**src/rtl/clkdiv_pkg.sv**
```systemverilog
// Shared definitions for the multi-channel clock divider.
package clkdiv_pkg;

  localparam int unsigned CntWDefault = 16;

  typedef enum logic [1:0] {
    StIdle  = 2'd0,
    StRun   = 2'd1,
    StDrain = 2'd2
  } ch_state_e;

endpackage

```
**src/rtl/clock_divider_ch.sv**
```systemverilog
// One divider channel: shadow/active divide, period counter, FSM and registered outputs.
module clock_divider_ch
  import clkdiv_pkg::*;
#(
  parameter int unsigned CNT_W = CntWDefault
) (
  input  logic             clk,
  input  logic             rst,
  input  logic             en,
  input  logic [CNT_W-1:0] divide,
  input  logic             load,
  input  logic             sync,
  output logic             clk_out,
  output logic             tick,
  output logic             running,
  output logic             cfg_err
);

  ch_state_e        state_q, state_d;
  logic [CNT_W-1:0] cnt_q, cnt_d;
  logic [CNT_W-1:0] act_q, act_d;
  logic [CNT_W-1:0] shadow_q, shadow_d;
  logic [CNT_W-1:0] s_eff;
  logic             err_q, err_d;
  logic             clk_out_q, clk_out_d;
  logic             tick_q, tick_d;
  logic             s_ok, wrap, set_err;
  logic [CNT_W:0]   high_d;

  always_comb begin
    // A load coinciding with a wrap or sync takes effect immediately.
    s_eff    = load ? divide : shadow_q;
    shadow_d = s_eff;
    s_ok     = (s_eff >= CNT_W'(2));
    wrap     = (cnt_q == act_q - CNT_W'(1));
    state_d  = state_q;
    cnt_d    = cnt_q;
    act_d    = act_q;
    set_err  = 1'b0;

    unique case (state_q)
      StIdle: begin
        if (en) begin
          if (s_ok) begin
            state_d = StRun;
            act_d   = s_eff;
            cnt_d   = '0;
          end else begin
            set_err = 1'b1;
          end
        end
      end
      StRun, StDrain: begin
        if (sync) begin
          // An unusable shadow on sync restarts with the current period instead.
          cnt_d   = '0;
          state_d = en ? StRun : StDrain;
          if (s_ok) act_d = s_eff;
          else      set_err = 1'b1;
        end else if (wrap) begin
          cnt_d = '0;
          if (!en) begin
            state_d = StIdle;
          end else if (!s_ok) begin
            state_d = StIdle;
            set_err = 1'b1;
          end else begin
            state_d = StRun;
            act_d   = s_eff;
          end
        end else begin
          cnt_d   = cnt_q + CNT_W'(1);
          state_d = en ? StRun : StDrain;
        end
      end
      default: begin
        state_d = StIdle;
        cnt_d   = '0;
      end
    endcase

    err_d     = set_err | (err_q & ~(load & (divide >= CNT_W'(2))));
    high_d    = ({1'b0, act_d} + (CNT_W + 1)'(1)) >> 1;
    clk_out_d = (state_d != StIdle) && ({1'b0, cnt_d} < high_d);
    tick_d    = (state_d != StIdle) && (cnt_d == '0);
  end

  always_ff @(posedge clk or posedge rst) begin
    if (rst) begin
      state_q   <= StIdle;
      cnt_q     <= '0;
      act_q     <= '0;
      shadow_q  <= '0;
      err_q     <= 1'b0;
      clk_out_q <= 1'b0;
      tick_q    <= 1'b0;
    end else begin
      state_q   <= state_d;
      cnt_q     <= cnt_d;
      act_q     <= act_d;
      shadow_q  <= shadow_d;
      err_q     <= err_d;
      clk_out_q <= clk_out_d;
      tick_q    <= tick_d;
    end
  end

  assign clk_out = clk_out_q;
  assign tick    = tick_q;
  assign running = (state_q != StIdle);
  assign cfg_err = err_q;

endmodule

```
**src/rtl/clock_divider_mc.sv**
```systemverilog
// Multi-channel programmable clock divider: NUM_CH independent channels with shared sync.
module clock_divider_mc
  import clkdiv_pkg::*;
#(
  parameter int unsigned NUM_CH = 4,
  parameter int unsigned CNT_W  = CntWDefault
) (
  input  logic                    clk,
  input  logic                    rst,
  input  logic [NUM_CH-1:0]       en,
  input  logic [NUM_CH*CNT_W-1:0] divide,
  input  logic [NUM_CH-1:0]       load,
  input  logic                    sync,
  output logic [NUM_CH-1:0]       clk_out,
  output logic [NUM_CH-1:0]       tick,
  output logic [NUM_CH-1:0]       running,
  output logic [NUM_CH-1:0]       cfg_err
);

  for (genvar i = 0; i < NUM_CH; i++) begin : g_ch
    clock_divider_ch #(
      .CNT_W(CNT_W)
    ) u_ch (
      .clk    (clk),
      .rst    (rst),
      .en     (en[i]),
      .divide (divide[i*CNT_W +: CNT_W]),
      .load   (load[i]),
      .sync   (sync),
      .clk_out(clk_out[i]),
      .tick   (tick[i]),
      .running(running[i]),
      .cfg_err(cfg_err[i])
    );
  end

endmodule

```
**config.mk**
```make
export PLATFORM = sky130hd
export DESIGN_NAME = clock_divider_mc
export DESIGN_NICKNAME = d
export VERILOG_FILES = /design/src/rtl/clkdiv_pkg.sv /design/src/rtl/clock_divider_ch.sv /design/src/rtl/clock_divider_mc.sv
export SDC_FILE = /design/constraint.sdc
export NUM_CORES = 1
export LEC_CHECK = 0
export CAP_MARGIN = 10
export CORE_UTILIZATION = 30
export CTS_BUF_LIST = sky130_fd_sc_hd__clkbuf_4 sky130_fd_sc_hd__clkbuf_8
export DETAILED_ROUTE_END_ITERATION = 10
export PLACE_DENSITY_LB_ADDON = 0.3
export RECOVER_POWER = 25
export SYNTH_ARGS = -nofsm -noshare
export SYNTH_HDL_FRONTEND = slang
export SYNTH_SLANG_ARGS = --single-unit
```
**constraint.sdc**
```tcl
create_clock -name clk -period 20.3 [get_ports clk]
set_clock_uncertainty 0.15 [all_clocks]
set_input_delay 2.03 -clock clk [delete_from_list [all_inputs] [get_ports clk]]
set_output_delay 2.03 -clock clk [all_outputs]
set_load 0.005 [all_outputs]
```
==> summary.md, run 1 <==
| Metric | Value |
|---|---|
| Post-synthesis register bit count | 212 |
| Finished Cell Area | 0.0199 mm² |
| Post-CTS Resized | 0 |
| Syn Nets | 2216 |
| CP top delay family | compound AO/OA/AOI/OAI gates |
| DR vias/cell | 5.86 |
| Hold crit path type | flop to flop |
| Post-synth top flop | dfrtp_1 |
| WHS | 0.377 ns |
| Die W | 244 µm |
| WL final | 58400 µm |
| Initial Util | 30.4% |
| DR DRC count | 0 |
| Max FO, Critical Path | 21 |
| Cell variety after synth | 111 |
| CP Buf/Inv Count | 1 |
| Number of flops mapped to enable cells by yosys | 0 |
| Share of flip-flops with an asynchronous set or reset | 100% |
| Sinks on the clock net | 212 |
| Area leader, netlist | dfrtp_1 |
| Critical path capture point type | flop |
| Most common cell after layout, fill and taps aside | dfrtp_1 |
| Setup_tns | 0 ns |
| Routed Antenna Nets | 0 |
| Core area | 0.0577 mm² |
| Period minus WS final | 7.68 ns |
| Hold bufs inserted after CTS | 0 |
| Synth warn | 0 |
| Cell Chain, Critical Path | clkdlybuf4s50_1, mux2i_1, o2111ai_1, a21oi_1, nor2_1, nand4_1, nor2_4, o21bai_1, a22o_1, nand4_2, nor3b_2, xnor2_1, ha_1, nor2b_1, o21ai_0, nand2b_1, a21oi_1, nor2b_1, o21ai_0, nand2b_1, a221oi_1, o221a_2 |
| Largest stage delay on the critical path | 1.06 ns |
| Worst Tran Pin Value | 4.22 ns |
| Largest net degree at the start of global routing | 91 |
| Fillers | 5962 |
| Tcrit/Tclk final | 37.8% |
| CTS root buf | clkbuf_8 |
| Gr usage total | 19.0% |
| CTS Buffer Depth | 3 |
| Status | finished with violations |
| # setup viols final | 0 |
| Synth area leaders | dfrtp_1 (30%), ha_1 (5.7%), a21oi_1 (4.3%) |
| Final worst slack | 12.62 ns |
| Max Cap Viol | 1 |
| Share of the synthesized area in the top cell type | 30.2% |
| Worst path required time | 20.68 ns |
| Sequential element share of the synthesized area | 30.2% |
| Worst-Skew Late Latency | 0.63 ns |
| First-pass GRT wire length | 91700 µm |
| Post-synthesis instance total | 2061 |
| Overall power consumption | 2.63 mW |
| Mapped cell area | 0.0175 mm² |
| Leakage | 8.29 nW |
| Slew Limit Fails | 91 |
| RSZ-0062 raised after global routing | false |
| Non-filler cells, final | 2883 |
| I/O pins | 91 |
| Fmax | 130 MHz |
| Initial antenna violation count | 1 |
| Die area | 0.0594 mm² |
| Arrival time worst endpoint | 8.06 ns |
| Mean Syn Cell Area | 8.51 µm² |
| Slew HR | -183% |
| Port bufs | 90 |
| Final core occ | 34.5% |
| PD cells | 132 mW/mm² |
| CTS tree | yes |
| Worst path slowest cell | clkdlybuf4s50_1 |
| Nets | 2240 |
| Setup CP Type | primary input to flop |
| H-tree levels | 2 |
| Gr ovfl total | 0 |
| Initial drt markers | 1722 |
| Vias in the first global route | 16200 |
| Worst VDD drop | 0.0460 mV |
| Most frequent cells in the layout | dfrtp_1 (212), a21oi_1 (152), nand2_1 (148) |
| Startpoint types | primary input |
| Die Y | 244 µm |
| Reg clk slew, reported paths | 0.06 ns |
| First-pass DRT Iterations | 8 |
| Violated checks | capacitance limit, slew limit |
| Final hold violation count | 0 |
| Post-placement cell area | 0.0189 mm² |
| Vias | 16900 |
| Dpl hpwl | 43200 µm |
| Total CTS buffers | 43 |
| Rows | 88 |
| Placed cells | 2805 |
| Worst slack at placement | 12.09 ns |
| Area delta synth->final | 13.4% |
| Global placement routability congestion | 0.919 |
| Setup repair bufs after CTS | 0 |
| Drt wl/cell | 20.2 µm |
| Layout cell share with drive strength beyond 1 | 9.12% |
[cell usage after synthesis (8+ instances only)]
master / number
o211a_1: 23
inv_1: 79
nor4_1: 59
nand3b_1: 22
xor2_1: 48
a31o_2: 8
ha_1: 80
o22ai_1: 8
a211oi_1: 21
nand2b_1: 12
a21oi_1: 152
a221oi_1: 10
xnor2_1: 80
dfrtp_1: 212
mux2i_1: 35
nor2b_1: 16
buf_4: 19
a31oi_1: 27
nor3_1: 66
a22o_1: 12
or4_1: 18
o21ai_0: 109
and2_1: 15
nor3b_1: 22
nand2_1: 148
a21o_1: 29
and3_1: 57
clkbuf_1: 74
mux2_2: 48
nor2_1: 138
nand3_1: 68
o221ai_1: 8
and4_1: 8
nand4_1: 40
a211o_1: 9
buf_2: 21
o211ai_1: 22
a22oi_1: 21
or3_1: 22
o31ai_1: 11
[layout make-up]
class,count,area [µm²],area share (%)
Tap cell,765,957,4.81
Timing Repair Buffer,104,1000,5.03
Multi-Input combinational cell,1642,11300,57.0
Antenna cell,1,2.50,0.0126
Clock inverter,10,110,0.554
Inverter,82,309,1.55
Clock buffer,67,860,4.32
Sequential cell,212,5310,26.7
[flip-flops by register name, summed over array words and instances (netlist names)]
signal,flops
g_ch.u_ch.cnt_q,64
g_ch.u_ch.clk_out,4
g_ch.u_ch.cfg_err,4
g_ch.u_ch.act_q,64
g_ch.u_ch.shadow_q,64
g_ch.u_ch.state_q,8
g_ch.u_ch.tick,4
[path summary, 6_finish.rpt]
path | start | end | slack [ns] | cells past startpoint
max in group asynchronous | rst | g_ch[3].u_ch.shadow_q[1]$_DFF_PP0_ | 14.64 | 3
min in group asynchronous | rst | g_ch[1].u_ch.shadow_q[0]$_DFF_PP0_ | 3.02 | 2
worst max register to register | g_ch[3].u_ch.act_q[0]$_DFF_PP0_ | g_ch[3].u_ch.clk_out$_DFF_PP0_ | 14.24 | 24
worst max-delay path | load[1] | g_ch[1].u_ch.clk_out$_DFF_PP0_ | 12.62 | 22
worst min register to register | g_ch[2].u_ch.shadow_q[0]$_DFF_PP0_ | g_ch[2].u_ch.shadow_q[0]$_DFF_PP0_ | 0.38 | 2
worst min-delay path | g_ch[2].u_ch.shadow_q[0]$_DFF_PP0_ | g_ch[2].u_ch.shadow_q[0]$_DFF_PP0_ | 0.38 | 2
[tightest hold or removal path, delay by kind of cell, from the launching register on]
kind,cells,cell delay (ns)
muxes,1,0.10
buffers and inverters,1,0.06
DFF,1,0.33
[power by group]
group          internal [mW]  switching [mW]
Combinational          0.544           0.907
Sequential             0.513           0.159
Clock                  0.294           0.209
[routing by layer]
layer  vias up  global-route usage, %  wire (µm)
met1      8285                   26.1      26600
met4         2                   5.70       1580
met3       129                   2.51       3240
li1       7837                      -          -
met5         -                      0         13
met2       654                   30.9      26900
[logic make-up (layout without fill, tap and decap cells)]
group / Yosys count / after routing / share of synthesized area [%]
compound gates: 583 / 583 / 23.3
xor+xnor: 128 / 128 / 6.39
mux: 83 / 83 / 5.08
flops: 212 / 212 / 30.2
simple gates: 768 / 768 / 24.2
other cells: 0 / 1 / 0
fa+ha+maj: 80 / 80 / 5.71
buf+inv: 207 / 263 / 5.12
(Power assumes the default switching activity.)
==> inputs of run 2 (changes only) <==
==> constraint.sdc (replaced) <==
create_clock -name clk -period 6.59 [get_ports clk]
set_clock_uncertainty 0.15 [all_clocks]
set_input_delay 0.659 -clock clk [delete_from_list [all_inputs] [get_ports clk]]
set_output_delay 0.659 -clock clk [all_outputs]
set_load 0.005 [all_outputs]
==> run 2 against run 1 <==
  * The flow still finishes with violations (capacitance limit, slew limit)
  * Routed wire length grew 2.0%
  * Sequential cell count stayed put
  * Global-route usage rose by 0.75 points
  * Power rose to 3.1 times the previous value
==> summary.md, run 2 (synthesis gave the netlist of run 1 again) <==
| Metric | Value |
|---|---|
| Worst Tran Pin Value | 3.04 ns (-1.18 ns) |
| DR DRC count | 0 (unchanged) |
| Arrival time worst endpoint | 6.30 ns (-1.76 ns) |
| RSZ-0062 raised after global routing | false |
| CTS tree | yes |
| Die area | 0.0594 mm² (unchanged) |
| Initial antenna violation count | 1 (unchanged) |
| Hold bufs inserted after CTS | 0 (unchanged) |
| I/O pins | 91 (unchanged) |
| Post-placement cell area | 0.0192 mm² (+1.3%) |
| Initial Util | 30.4% (unchanged) |
| Worst-Skew Late Latency | 0.61 ns (-0.02 ns) |
| Global placement routability congestion | 0.930 (+1.2%) |
| Register area | 0.00531 mm² (unchanged) |
| Slew HR | -103% (+80 points) |
| Reg clk slew, reported paths | 0.05 ns (about the same) |
| Setup_tns | 0 ns (unchanged) |
| Multi-input gate area | 0.0113 mm² (unchanged) |
| Port bufs | 90 (unchanged) |
| Overall power consumption | 8.16 mW (+210%) |
| Routed Antenna Nets | 0 (unchanged) |
| Layout cell share with drive strength beyond 1 | 9.69% (+0.57 points) |
| H-tree levels | 2 (unchanged) |
| Rows | 88 (unchanged) |
| First-pass GRT wire length | 95000 µm (+3.6%) |
| Vias in the first global route | 16800 (+3.7%) |
| CTS Buffer Depth | 3 (unchanged) |
| Largest net degree at the start of global routing | 117 (+29%) |
| Core area | 0.0577 mm² (unchanged) |
| M3 GR Usage | 3.12% (+0.61 points) |
| Vias | 17000 (+0.62%) |
| Startpoint types | flop |
| Worst VDD drop | 0.163 mV (+250%) |
| Largest regs | g_ch.u_ch.act_q x64, g_ch.u_ch.cnt_q x64, g_ch.u_ch.shadow_q x64 |
| Worst path slowest cell | or4_1 |
| Period minus WS final | 5.94 ns |
| Die Y | 244 µm (unchanged) |
| Final hold violation count | 0 (unchanged) |
| Most frequent cells in the layout | dfrtp_1 (212), a21oi_1 (152), nand2_1 (148) |
| Tcrit/Tclk final | 90.1% |
| PD cells | 406 mW/mm² (+210%) |
| Setup CP Type | flop to flop |
| Largest stage delay on the critical path | 0.86 ns (-0.20 ns) |
| CP most frequent cell | ha_1 |
| Post-CTS Resized | 0 (unchanged) |
| Finished Cell Area | 0.0201 mm² (+0.95%) |
| Drt wl/cell | 20.4 µm (+0.99%) |
| Slew Limit Fails | 117 (+29%) |
| Gr busiest metal | met2 |
| Leakage | 8.43 nW (+1.7%) |
| Sinks on the clock net | 212 (unchanged) |
| Cell Chain, Critical Path | inv_1, ha_1, or4b_2, nor4_1, xnor2_1, nand4_1, or4_1, o41ai_1, a22o_1, inv_1, ha_1, nand3_1, nor2_1, xnor2_1, ha_1, a21o_1, a21o_1, a21oi_1, o211ai_1, a21oi_1 |
| Max Cap Viol | 1 (unchanged) |
| Die W | 244 µm (unchanged) |
| Area delta synth->final | 14.5% |
| WL final | 59600 µm (+2.0%) |
| # setup viols final | 0 (unchanged) |
| Max FO, Critical Path | 10 (-52%) |
| Worst path required time | 6.95 ns (-13.73 ns) |
| Fillers | 5872 (-1.5%) |
| Critical path capture point type | flop |
| Total CTS buffers | 42 (-2.3%) |
| Gr ovfl total | 0 (unchanged) |
| Violated checks | capacitance limit, slew limit |
| M2 GR Usage | 32.6% (+1.8 points) |
| Dpl hpwl | 44900 µm (+3.9%) |
| Most common cell after layout, fill and taps aside | dfrtp_1 |
| Fmax | 168 MHz |
| Status | finished with violations |
| Nets | 2271 (+1.4%) |
| Gr usage total | 19.8% (+0.75 points) |
| CTS root buf | clkbuf_8 |
| Hold crit path type | flop to flop |
| First-pass DRT Iterations | 6 (-2) |
| GRT met1 Usage | 26.3% (+0.24 points) |
| DR vias/cell | 5.84 (-0.42%) |
| Initial drt markers | 1825 (+6.0%) |
| Setup repair bufs after CTS | 0 (unchanged) |
run 2: through the flow:
step                worst slack (ns)  util [%]  std cells  hold WS [ns]
finish                         0.652      34.8       2913         0.367
floorplan                       1.51         -       2061         0.314
detailed placement             0.538      33.2       2837         0.362
CTS                            0.711      34.9       2912         0.278
global route                   0.269      34.8       2912         0.393
global placement               0.647      33.2       2837         0.365
run 2: worst paths after layout:
kind	start	end	slack [ns]	cells after the start
worst max-delay path	g_ch[2].u_ch.act_q[0]$_DFF_PP0_	g_ch[2].u_ch.clk_out$_DFF_PP0_	0.65	20
worst min-delay path	g_ch[2].u_ch.shadow_q[15]$_DFF_PP0_	g_ch[2].u_ch.shadow_q[15]$_DFF_PP0_	0.37	1
worst max register to register	g_ch[2].u_ch.act_q[0]$_DFF_PP0_	g_ch[2].u_ch.clk_out$_DFF_PP0_	0.65	20
worst min register to register	g_ch[2].u_ch.shadow_q[15]$_DFF_PP0_	g_ch[2].u_ch.shadow_q[15]$_DFF_PP0_	0.37	1
max in group asynchronous	rst	g_ch[3].u_ch.shadow_q[4]$_DFF_PP0_	2.25	3
min in group asynchronous	rst	g_ch[1].u_ch.cfg_err$_DFF_PP0_	0.56	2
run 2: where the power goes:
| group | switching (mW) | leakage (nW) | internal [mW] |
|---|---|---|---|
| registers | 0.484 | 2.70 | 1.58 |
| clock network | 0.641 | 0.501 | 0.879 |
| logic | 2.83 | 5.23 | 1.74 |
| total | 3.96 | 8.43 | 4.20 |
run 2: layer usage:
layer  vias to the layer above  wire [µm]
met3                       101       3690
met4                         2       1430
met5                         -         12
met2                       649      27800
met1                      8354      26600
li1                       7906          -
run 2: critical path: cells and delay by family, from the launching register on:
family	cells	cell delay (ns)
adders and majority gates	3	0.87
and+or+nand+nor	6	2.37
buffers and inverters	2	0.19
AOI/OAI and AO/OA	7	1.42
DFF	1	0.46
xor gates and xnor gates	2	0.38
run 2: layout make-up:
class / instances / share of cell area, %
Clock buffer: 69 / 4.39
Inverter: 82 / 1.54
Tap cell: 765 / 4.77
Multi-Input combinational cell: 1642 / 56.5
Antenna cell: 1 / 0.0125
Timing Repair Buffer: 136 / 6.09
Clock inverter: 6 / 0.274
Sequential cell: 212 / 26.4
